==> src/rtl/alarm_pkg.sv <==
// Shared types and constants for the alarm timekeeper: FSM states, set_sel codes
// and the seven-segment lookup table.
package alarm_pkg;

   typedef enum logic [1:0] {
      StIdle,
      StRinging,
      StSnoozed
   } alarm_state_e;

   localparam logic [1:0] SEL_RUN   = 2'b00;
   localparam logic [1:0] SEL_TIME  = 2'b01;
   localparam logic [1:0] SEL_ALARM = 2'b10;

   // Segment patterns in gfedcba order, lit = 1; index is the decimal digit.
   localparam logic [9:0][6:0] SEG_TABLE = {
      7'h6F, 7'h7F, 7'h07, 7'h7D, 7'h6D,
      7'h66, 7'h4F, 7'h5B, 7'h06, 7'h3F
   };
   localparam logic [6:0] SEG_BLANK = 7'b0000000;

endpackage

==> src/rtl/alarm_timekeeper_seg7_encoder.sv <==
// Decimal digit to seven-segment pattern, with blanking and optional
// active-low output polarity.
module seg7_encoder
   import alarm_pkg::*;
#(
   parameter int unsigned SEG_ACTIVE_LOW = 1
) (
   input  logic [3:0] digit_i,
   input  logic       blank_i,
   output logic [6:0] seg_o
);

   logic [6:0] pattern;

   always_comb begin
      pattern = SEG_BLANK;
      if (!blank_i && (digit_i <= 4'd9)) begin
         pattern = SEG_TABLE[digit_i];
      end
      seg_o = (SEG_ACTIVE_LOW != 0) ? ~pattern : pattern;
   end

endmodule

==> src/rtl/alarm_timekeeper.sv <==
// HH:MM:SS timekeeper with settable alarm, 12/24 h seven-segment display and an
// alarm FSM (ring, snooze, stop, timeout) driving a square-wave speaker.
module alarm_timekeeper
   import alarm_pkg::*;
#(
   parameter int unsigned CLK_HZ         = 50000000,
   parameter int unsigned TONE_HZ        = 440,
   parameter int unsigned SNOOZE_S       = 300,
   parameter int unsigned RING_TIMEOUT_S = 60,
   parameter int unsigned SEG_ACTIVE_LOW = 1
) (
   input  logic       clk_clk,
   input  logic       reset_reset_n,
   input  logic [1:0] set_sel,
   input  logic       inc_hour,
   input  logic       inc_min,
   input  logic       mode_12h,
   input  logic       alarm_en,
   input  logic       snooze,
   input  logic       stop,
   output logic [6:0] hour1,
   output logic [6:0] hour0,
   output logic [6:0] min1,
   output logic [6:0] min0,
   output logic [6:0] sec1,
   output logic [6:0] sec0,
   output logic       speaker,
   output logic       alarm_active,
   output logic       pm,
   output logic       tick_1hz
);

   localparam int unsigned HalfPeriod = (CLK_HZ / (2 * TONE_HZ) > 0) ? CLK_HZ / (2 * TONE_HZ) : 1;
   localparam int unsigned PreW  = (CLK_HZ > 1) ? $clog2(CLK_HZ) : 1;
   localparam int unsigned ToneW = (HalfPeriod > 1) ? $clog2(HalfPeriod) : 1;
   localparam int unsigned SnzW  = (SNOOZE_S > 0) ? $clog2(SNOOZE_S + 1) : 1;
   localparam int unsigned RingW = (RING_TIMEOUT_S > 0) ? $clog2(RING_TIMEOUT_S + 1) : 1;

   localparam logic [PreW-1:0]  PreMax   = PreW'(CLK_HZ - 1);
   localparam logic [ToneW-1:0] ToneMax  = ToneW'(HalfPeriod - 1);
   localparam logic [SnzW-1:0]  SnzLoad  = SnzW'(SNOOZE_S);
   localparam logic [RingW-1:0] RingLast = RingW'((RING_TIMEOUT_S > 0) ? RING_TIMEOUT_S - 1 : 0);

   logic time_mode, alarm_mode, run_mode, tick, alarm_hit;

   logic [PreW-1:0] presc_q, presc_d;
   logic [4:0] hour_q, hour_d, al_hour_q, al_hour_d, hour_inc, al_hour_inc;
   logic [5:0] min_q, min_d, al_min_q, al_min_d, min_inc, al_min_inc;
   logic [5:0] sec_q, sec_d, sec_inc;

   alarm_state_e     state_q;
   logic [ToneW-1:0] tone_q;
   logic [RingW-1:0] ring_q;
   logic [SnzW-1:0]  snz_q;
   logic             speaker_q, active_q;

   logic [4:0] src_hour, shown_hour;
   logic [5:0] src_min;
   logic [3:0] hour_t_q, hour_u_q, min_t_q, min_u_q, sec_t_q, sec_u_q;
   logic [3:0] hour_t_d, hour_u_d, min_t_d, min_u_d, sec_t_d, sec_u_d;
   logic       hour_t_blank_q, hour_t_blank_d, sec_blank_q, sec_blank_d, pm_q, pm_d;

   assign time_mode  = (set_sel == SEL_TIME);
   assign alarm_mode = (set_sel == SEL_ALARM);
   assign run_mode   = !(time_mode || alarm_mode);
   assign tick       = !time_mode && (presc_q == PreMax);

   always_comb begin
      sec_inc     = (sec_q == 6'd59) ? 6'd0 : sec_q + 6'd1;
      min_inc     = (min_q == 6'd59) ? 6'd0 : min_q + 6'd1;
      hour_inc    = (hour_q == 5'd23) ? 5'd0 : hour_q + 5'd1;
      al_min_inc  = (al_min_q == 6'd59) ? 6'd0 : al_min_q + 6'd1;
      al_hour_inc = (al_hour_q == 5'd23) ? 5'd0 : al_hour_q + 5'd1;

      presc_d   = presc_q;
      sec_d     = sec_q;
      min_d     = min_q;
      hour_d    = hour_q;
      al_min_d  = al_min_q;
      al_hour_d = al_hour_q;

      if (time_mode) begin
         presc_d = '0;
         sec_d   = '0;
         if (inc_hour) hour_d = hour_inc;
         if (inc_min)  min_d  = min_inc;
      end else begin
         presc_d = tick ? '0 : presc_q + PreW'(1);
         if (tick) begin
            sec_d = sec_inc;
            if (sec_q == 6'd59) begin
               min_d = min_inc;
               if (min_q == 6'd59) hour_d = hour_inc;
            end
         end
         if (alarm_mode) begin
            if (inc_hour) al_hour_d = al_hour_inc;
            if (inc_min)  al_min_d  = al_min_inc;
         end
      end
   end

   // Compare against the time as it will be after this tick lands.
   assign alarm_hit = tick && run_mode && alarm_en && (sec_d == 6'd0) &&
                      (min_d == al_min_q) && (hour_d == al_hour_q);

   always_comb begin
      src_hour   = alarm_mode ? al_hour_q : hour_q;
      src_min    = alarm_mode ? al_min_q : min_q;
      shown_hour = src_hour;
      if (mode_12h) begin
         if (src_hour == 5'd0) shown_hour = 5'd12;
         else if (src_hour > 5'd12) shown_hour = src_hour - 5'd12;
      end
      hour_t_d       = 4'(shown_hour / 5'd10);
      hour_u_d       = 4'(shown_hour % 5'd10);
      min_t_d        = 4'(src_min / 6'd10);
      min_u_d        = 4'(src_min % 6'd10);
      sec_t_d        = 4'(sec_q / 6'd10);
      sec_u_d        = 4'(sec_q % 6'd10);
      hour_t_blank_d = mode_12h && (shown_hour < 5'd10);
      sec_blank_d    = alarm_mode;
      pm_d           = mode_12h && (src_hour >= 5'd12);
   end

   always_ff @(posedge clk_clk) begin
      if (!reset_reset_n) begin
         presc_q        <= '0;
         sec_q          <= '0;
         min_q          <= '0;
         hour_q         <= '0;
         al_min_q       <= '0;
         al_hour_q      <= '0;
         hour_t_q       <= '0;
         hour_u_q       <= '0;
         min_t_q        <= '0;
         min_u_q        <= '0;
         sec_t_q        <= '0;
         sec_u_q        <= '0;
         hour_t_blank_q <= 1'b0;
         sec_blank_q    <= 1'b0;
         pm_q           <= 1'b0;
      end else begin
         presc_q        <= presc_d;
         sec_q          <= sec_d;
         min_q          <= min_d;
         hour_q         <= hour_d;
         al_min_q       <= al_min_d;
         al_hour_q      <= al_hour_d;
         hour_t_q       <= hour_t_d;
         hour_u_q       <= hour_u_d;
         min_t_q        <= min_t_d;
         min_u_q        <= min_u_d;
         sec_t_q        <= sec_t_d;
         sec_u_q        <= sec_u_d;
         hour_t_blank_q <= hour_t_blank_d;
         sec_blank_q    <= sec_blank_d;
         pm_q           <= pm_d;
      end
   end

   always_ff @(posedge clk_clk) begin
      if (!reset_reset_n) begin
         state_q   <= StIdle;
         tone_q    <= '0;
         ring_q    <= '0;
         snz_q     <= '0;
         speaker_q <= 1'b0;
         active_q  <= 1'b0;
      end else if (!run_mode) begin
         state_q   <= StIdle;
         tone_q    <= '0;
         speaker_q <= 1'b0;
         active_q  <= 1'b0;
      end else begin
         unique case (state_q)
            StIdle: begin
               tone_q    <= '0;
               speaker_q <= 1'b0;
               if (alarm_hit) begin
                  state_q  <= StRinging;
                  ring_q   <= '0;
                  active_q <= 1'b1;
               end
            end
            StRinging: begin
               if (stop || !alarm_en || (tick && !snooze && (ring_q >= RingLast))) begin
                  state_q   <= StIdle;
                  tone_q    <= '0;
                  speaker_q <= 1'b0;
                  active_q  <= 1'b0;
               end else if (snooze) begin
                  state_q   <= StSnoozed;
                  snz_q     <= SnzLoad;
                  tone_q    <= '0;
                  speaker_q <= 1'b0;
               end else begin
                  if (tone_q == ToneMax) begin
                     tone_q    <= '0;
                     speaker_q <= ~speaker_q;
                  end else begin
                     tone_q <= tone_q + ToneW'(1);
                  end
                  if (tick) ring_q <= ring_q + RingW'(1);
               end
            end
            StSnoozed: begin
               tone_q    <= '0;
               speaker_q <= 1'b0;
               if (stop || !alarm_en) begin
                  state_q  <= StIdle;
                  active_q <= 1'b0;
               end else if (tick) begin
                  if (snz_q <= SnzW'(1)) begin
                     state_q <= StRinging;
                     ring_q  <= '0;
                     snz_q   <= '0;
                  end else begin
                     snz_q <= snz_q - SnzW'(1);
                  end
               end
            end
            default: begin
               state_q  <= StIdle;
               active_q <= 1'b0;
            end
         endcase
      end
   end

   assign speaker      = speaker_q;
   assign alarm_active = active_q;
   assign pm           = pm_q;
   assign tick_1hz     = tick;

   seg7_encoder #(.SEG_ACTIVE_LOW(SEG_ACTIVE_LOW)) u_hour1 (
      .digit_i(hour_t_q), .blank_i(hour_t_blank_q), .seg_o(hour1)
   );
   seg7_encoder #(.SEG_ACTIVE_LOW(SEG_ACTIVE_LOW)) u_hour0 (
      .digit_i(hour_u_q), .blank_i(1'b0), .seg_o(hour0)
   );
   seg7_encoder #(.SEG_ACTIVE_LOW(SEG_ACTIVE_LOW)) u_min1 (
      .digit_i(min_t_q), .blank_i(1'b0), .seg_o(min1)
   );
   seg7_encoder #(.SEG_ACTIVE_LOW(SEG_ACTIVE_LOW)) u_min0 (
      .digit_i(min_u_q), .blank_i(1'b0), .seg_o(min0)
   );
   seg7_encoder #(.SEG_ACTIVE_LOW(SEG_ACTIVE_LOW)) u_sec1 (
      .digit_i(sec_t_q), .blank_i(sec_blank_q), .seg_o(sec1)
   );
   seg7_encoder #(.SEG_ACTIVE_LOW(SEG_ACTIVE_LOW)) u_sec0 (
      .digit_i(sec_u_q), .blank_i(sec_blank_q), .seg_o(sec0)
   );

endmodule

==> config.mk <==
export PLATFORM = sky130hd
export DESIGN_NAME = alarm_timekeeper
export DESIGN_NICKNAME = d
export VERILOG_FILES = /design/src/rtl/alarm_pkg.sv /design/src/rtl/alarm_timekeeper_seg7_encoder.sv /design/src/rtl/alarm_timekeeper.sv
export SDC_FILE = /design/constraint.sdc
export NUM_CORES = 1
export LEC_CHECK = 0
export ABC_CLOCK_PERIOD_IN_PS = 4400
export CORE_ASPECT_RATIO = 1.75
export CORE_MARGIN = 2
export CORE_UTILIZATION = 53
export CTS_CLUSTER_DIAMETER = 120
export DETAILED_ROUTE_END_ITERATION = 8
export HOLD_SLACK_MARGIN = 0.06
export PLACE_DENSITY_LB_ADDON = 0.12
export SETUP_SLACK_MARGIN = 0.15
export SLEW_MARGIN = 40
export SYNTH_ARGS = -nofsm -noshare
export SYNTH_HDL_FRONTEND = slang
export SYNTH_HIERARCHICAL = 1
export SYNTH_SLANG_ARGS = --single-unit
==> constraint.sdc <==
create_clock -name clk_clk -period 4.4 [get_ports clk_clk]
set_clock_uncertainty 0.05 [all_clocks]
set_input_delay 0.66 -clock clk_clk [delete_from_list [all_inputs] [get_ports clk_clk]]
set_output_delay 0.66 -clock clk_clk [all_outputs]
set_load 0.02 [all_outputs]
==> out/qor.yml <==
hold_viol_final: 0
antenna_found_initial: 0
drtAntennaViolNets: 0
postCtsSetupBuffers: 0
vias_per_cell: 5.83
synth_largest_area_cell: "dfxtp_1"
worst_slew_pin_slew_ps: 681
gp_routability_congestion: 0.900
rsz0062_at_grt: "no"
slew_headroom: 0.545
die-height_um: 167
dpl_cell_area_mm2: 0.00885
dp_hpwl_mm: 13.8
synth_area_leaders: "dfxtp_1 28%, ha_1 9.3%, nor2_1 5.9%"
fin_crit_ps: 3980
pin_count: 56
status: "finished, final reports clean"
routed_wl_mm: 18.4
antenna_cells: 0
routedWlPerCell_um: 14.4
synthToLayoutAreaGrowth_pct: 13.8
drc: 0
grt_usage: 0.226
cts-root-buf: "clkbuf_16"
clock_sinks: 112
synth_area_mm2: 0.00804
grt_pass1_wl_mm: 31.5
fin_crit_sh: 0.905
synth_top_cell_area_share: 0.279
cts_buffers: 9
hp-class: "flop to flop"
fmax_ghz: 0.251
finalInstanceArea_mm2: 0.00915
grt_pass1_vias: 6960
coreArea_mm2: 0.0148
fin_cells: 1278
cp.arrival_ps: 4140
path_class: "primary input to flop"
cts_tree: "built"
async_reset_ff_frac: 0
grt_max_degree: 35
overflow: 0
crit_path_start_kind: "primary input"
seq_area_frac_synth: 0.279
syn_area_per_cell_um2: 7.83
drive_gt1_frac: 0.0767
vias: 7452
row_count: 59
ys_warn_count: 6
synthCells: 1027
cts.htree.levels: 3
slew_violations: 0
worstPathMaxFanout: 7
synth_ff_type: "dfxtp_1"
path_clk_slew_ps: 80
drt_iter0_markers: 304
dr.pass1.iters: 5
initial_core_util: 0.542
p_leak_uw: 0.00346
hold_slack_ps: 401
maxCapViolCount: 0
placed_cells: 1262
ys_types: 80
setup_viol: 0
required_ps: 4560
ir_drop_mv: 0.200
power.total_uw: 2160
clock_path_buffers: 2
die_w_um: 97.1
dieArea_mm2: 0.0162
final_nets: 1160
setup_tns_ps: 0
portBuffers: 55
synth_edf_count: 0
synth-seq-cells: 112
endpoint_kind: "flop"
clock_latency_ps: 360
power_density_mw_per_mm2: 236
cts-hold-fix-buffers: 0
==> path summary, 6_finish.rpt <==
path                                 start         end  slack, ps  cells after the start
worst min register to register  presc_q[0]  presc_q[0]        400                      1
worst min-delay path            presc_q[0]  presc_q[0]        400                      1
worst max-delay path            set_sel[1]   ring_q[3]        420                     11
worst max register to register    min_q[0]   ring_q[3]        700                      9
==> cell usage after synthesis (5+ instances only) <==
cell type and count:
a211oi_1 13, a21o_1 5, a21oi_1 93, a21oi_4 6, a311oi_1 6, a31oi_1 8, and2_1 14, and2b_2 6
and3_1 17, and4_1 6, buf_2 5, buf_6 6, clkbuf_1 38, dfxtp_1 112, ha_1 60, inv_1 52
mux2_2 8, mux2i_1 18, nand2_1 89, nand2b_1 13, nand3_1 27, nand4_1 18, nand4b_1 6, nor2_1 127
nor2b_1 11, nor3_1 17, nor3b_1 7, nor4_1 10, o2111ai_1 5, o211ai_1 9, o21a_1 6, o21ai_0 68
o21bai_4 6, or2_2 5, or3_1 10, or4_1 5, xnor2_1 27, xor2_1 18
==> critical path, cell delays in order <==
cell and delay (ps):
clkdlybuf4s50_1 510, inv_1 60, ha_1 270, nor4b_1 340, and4_1 340, nand4_2 140
and3_1 250, or3_1 330, a2111o_1 460, o41ai_4 600, a311oi_1 180
==> metal layers <==
metal | wire [um] | up-vias | global-route usage | part of all wire
met4 | 471 | 0 | 0.0888 | 0.026
met5 | 0 | - | 0 | 0
met2 | 10100 | 143 | 0.441 | 0.55
met1 | 7310 | 3507 | 0.242 | 0.40
li1 | - | 3768 | - | -
met3 | 482 | 34 | 0.0269 | 0.026
==> flip-flops by register name, summed over array words and instances (netlist names) <==
signal	cells
min_t_q	3
ring_q	6
sec_blank_q	1
presc_q	26
tone_q	16
pm	1
snz_q	9
min_u_q	4
hour_u_q	4
al_hour_q	5
al_min_q	6
speaker	1
sec_q	6
hour_t_blank_q	1
state_q	2
sec_t_q	3
hour_q	5
hour_t_q	2
sec_u_q	4
min_q	6
alarm_active	1
==> layout by cell type (no fill, tap or decap), types with 10 or more instances in the layout <==
cell type / count
nor2_1: 127
dfxtp_1: 112
a21oi_1: 93
nand2_1: 89
o21ai_0: 67
ha_1: 60
clkdlybuf4s50_1: 55
inv_1: 52
xnor2_1: 27
nand3_1: 27
buf_4: 25
conb_1: 25
mux2i_1: 18
nand4_1: 18
xor2_1: 18
and3_1: 17
nor3_1: 17
and2_1: 14
nand2b_1: 13
a211oi_1: 13
nor2b_1: 11
nor4_1: 10
or3_1: 10
==> kinds of logic after synthesis <==
logic type,after synthesis,synth area share
compound gates,276,0.233
xor+xnor,46,0.0518
fa+ha+maj,60,0.0934
buf+inv,104,0.0551
flops,112,0.279
mux,26,0.0336
other cells,1,0.000466
simple gates,402,0.254
==> area by class of cell <==
type	instances	area [um^2]
repair buffers	80	738
clock inverters	6	58.8
clock buffers	10	239
inverters	52	195
flip-flops and latches	112	2240
well taps	183	229
multi-input cells	835	5450
fillers	1417	5690
==> metrics by stage <==
stage          setup WS (ps)   util
2_1_floorplan            605      -
3_3_place_gp             186  0.596
3_5_place_dp            96.7  0.596
4_1_cts                  444  0.616
5_1_grt                  215  0.616
6_report                 416  0.616
==> power by group <==
part | internal, uW | switching [uW] | total [uW] | leakage (uW)
sequential | 1020 | 18.0 | 1040 | 0.000904
clock | 416 | 416 | 832 | 0.000145
combinational | 128 | 160 | 288 | 0.00241
==> what timing repair did <==
action | in CTS | in global routing
setup endpoints to repair | 0 | 3
resized for setup | 0 | 1
hold endpoints to repair | 0 | 0
Power figures use the tool's default switching activity.
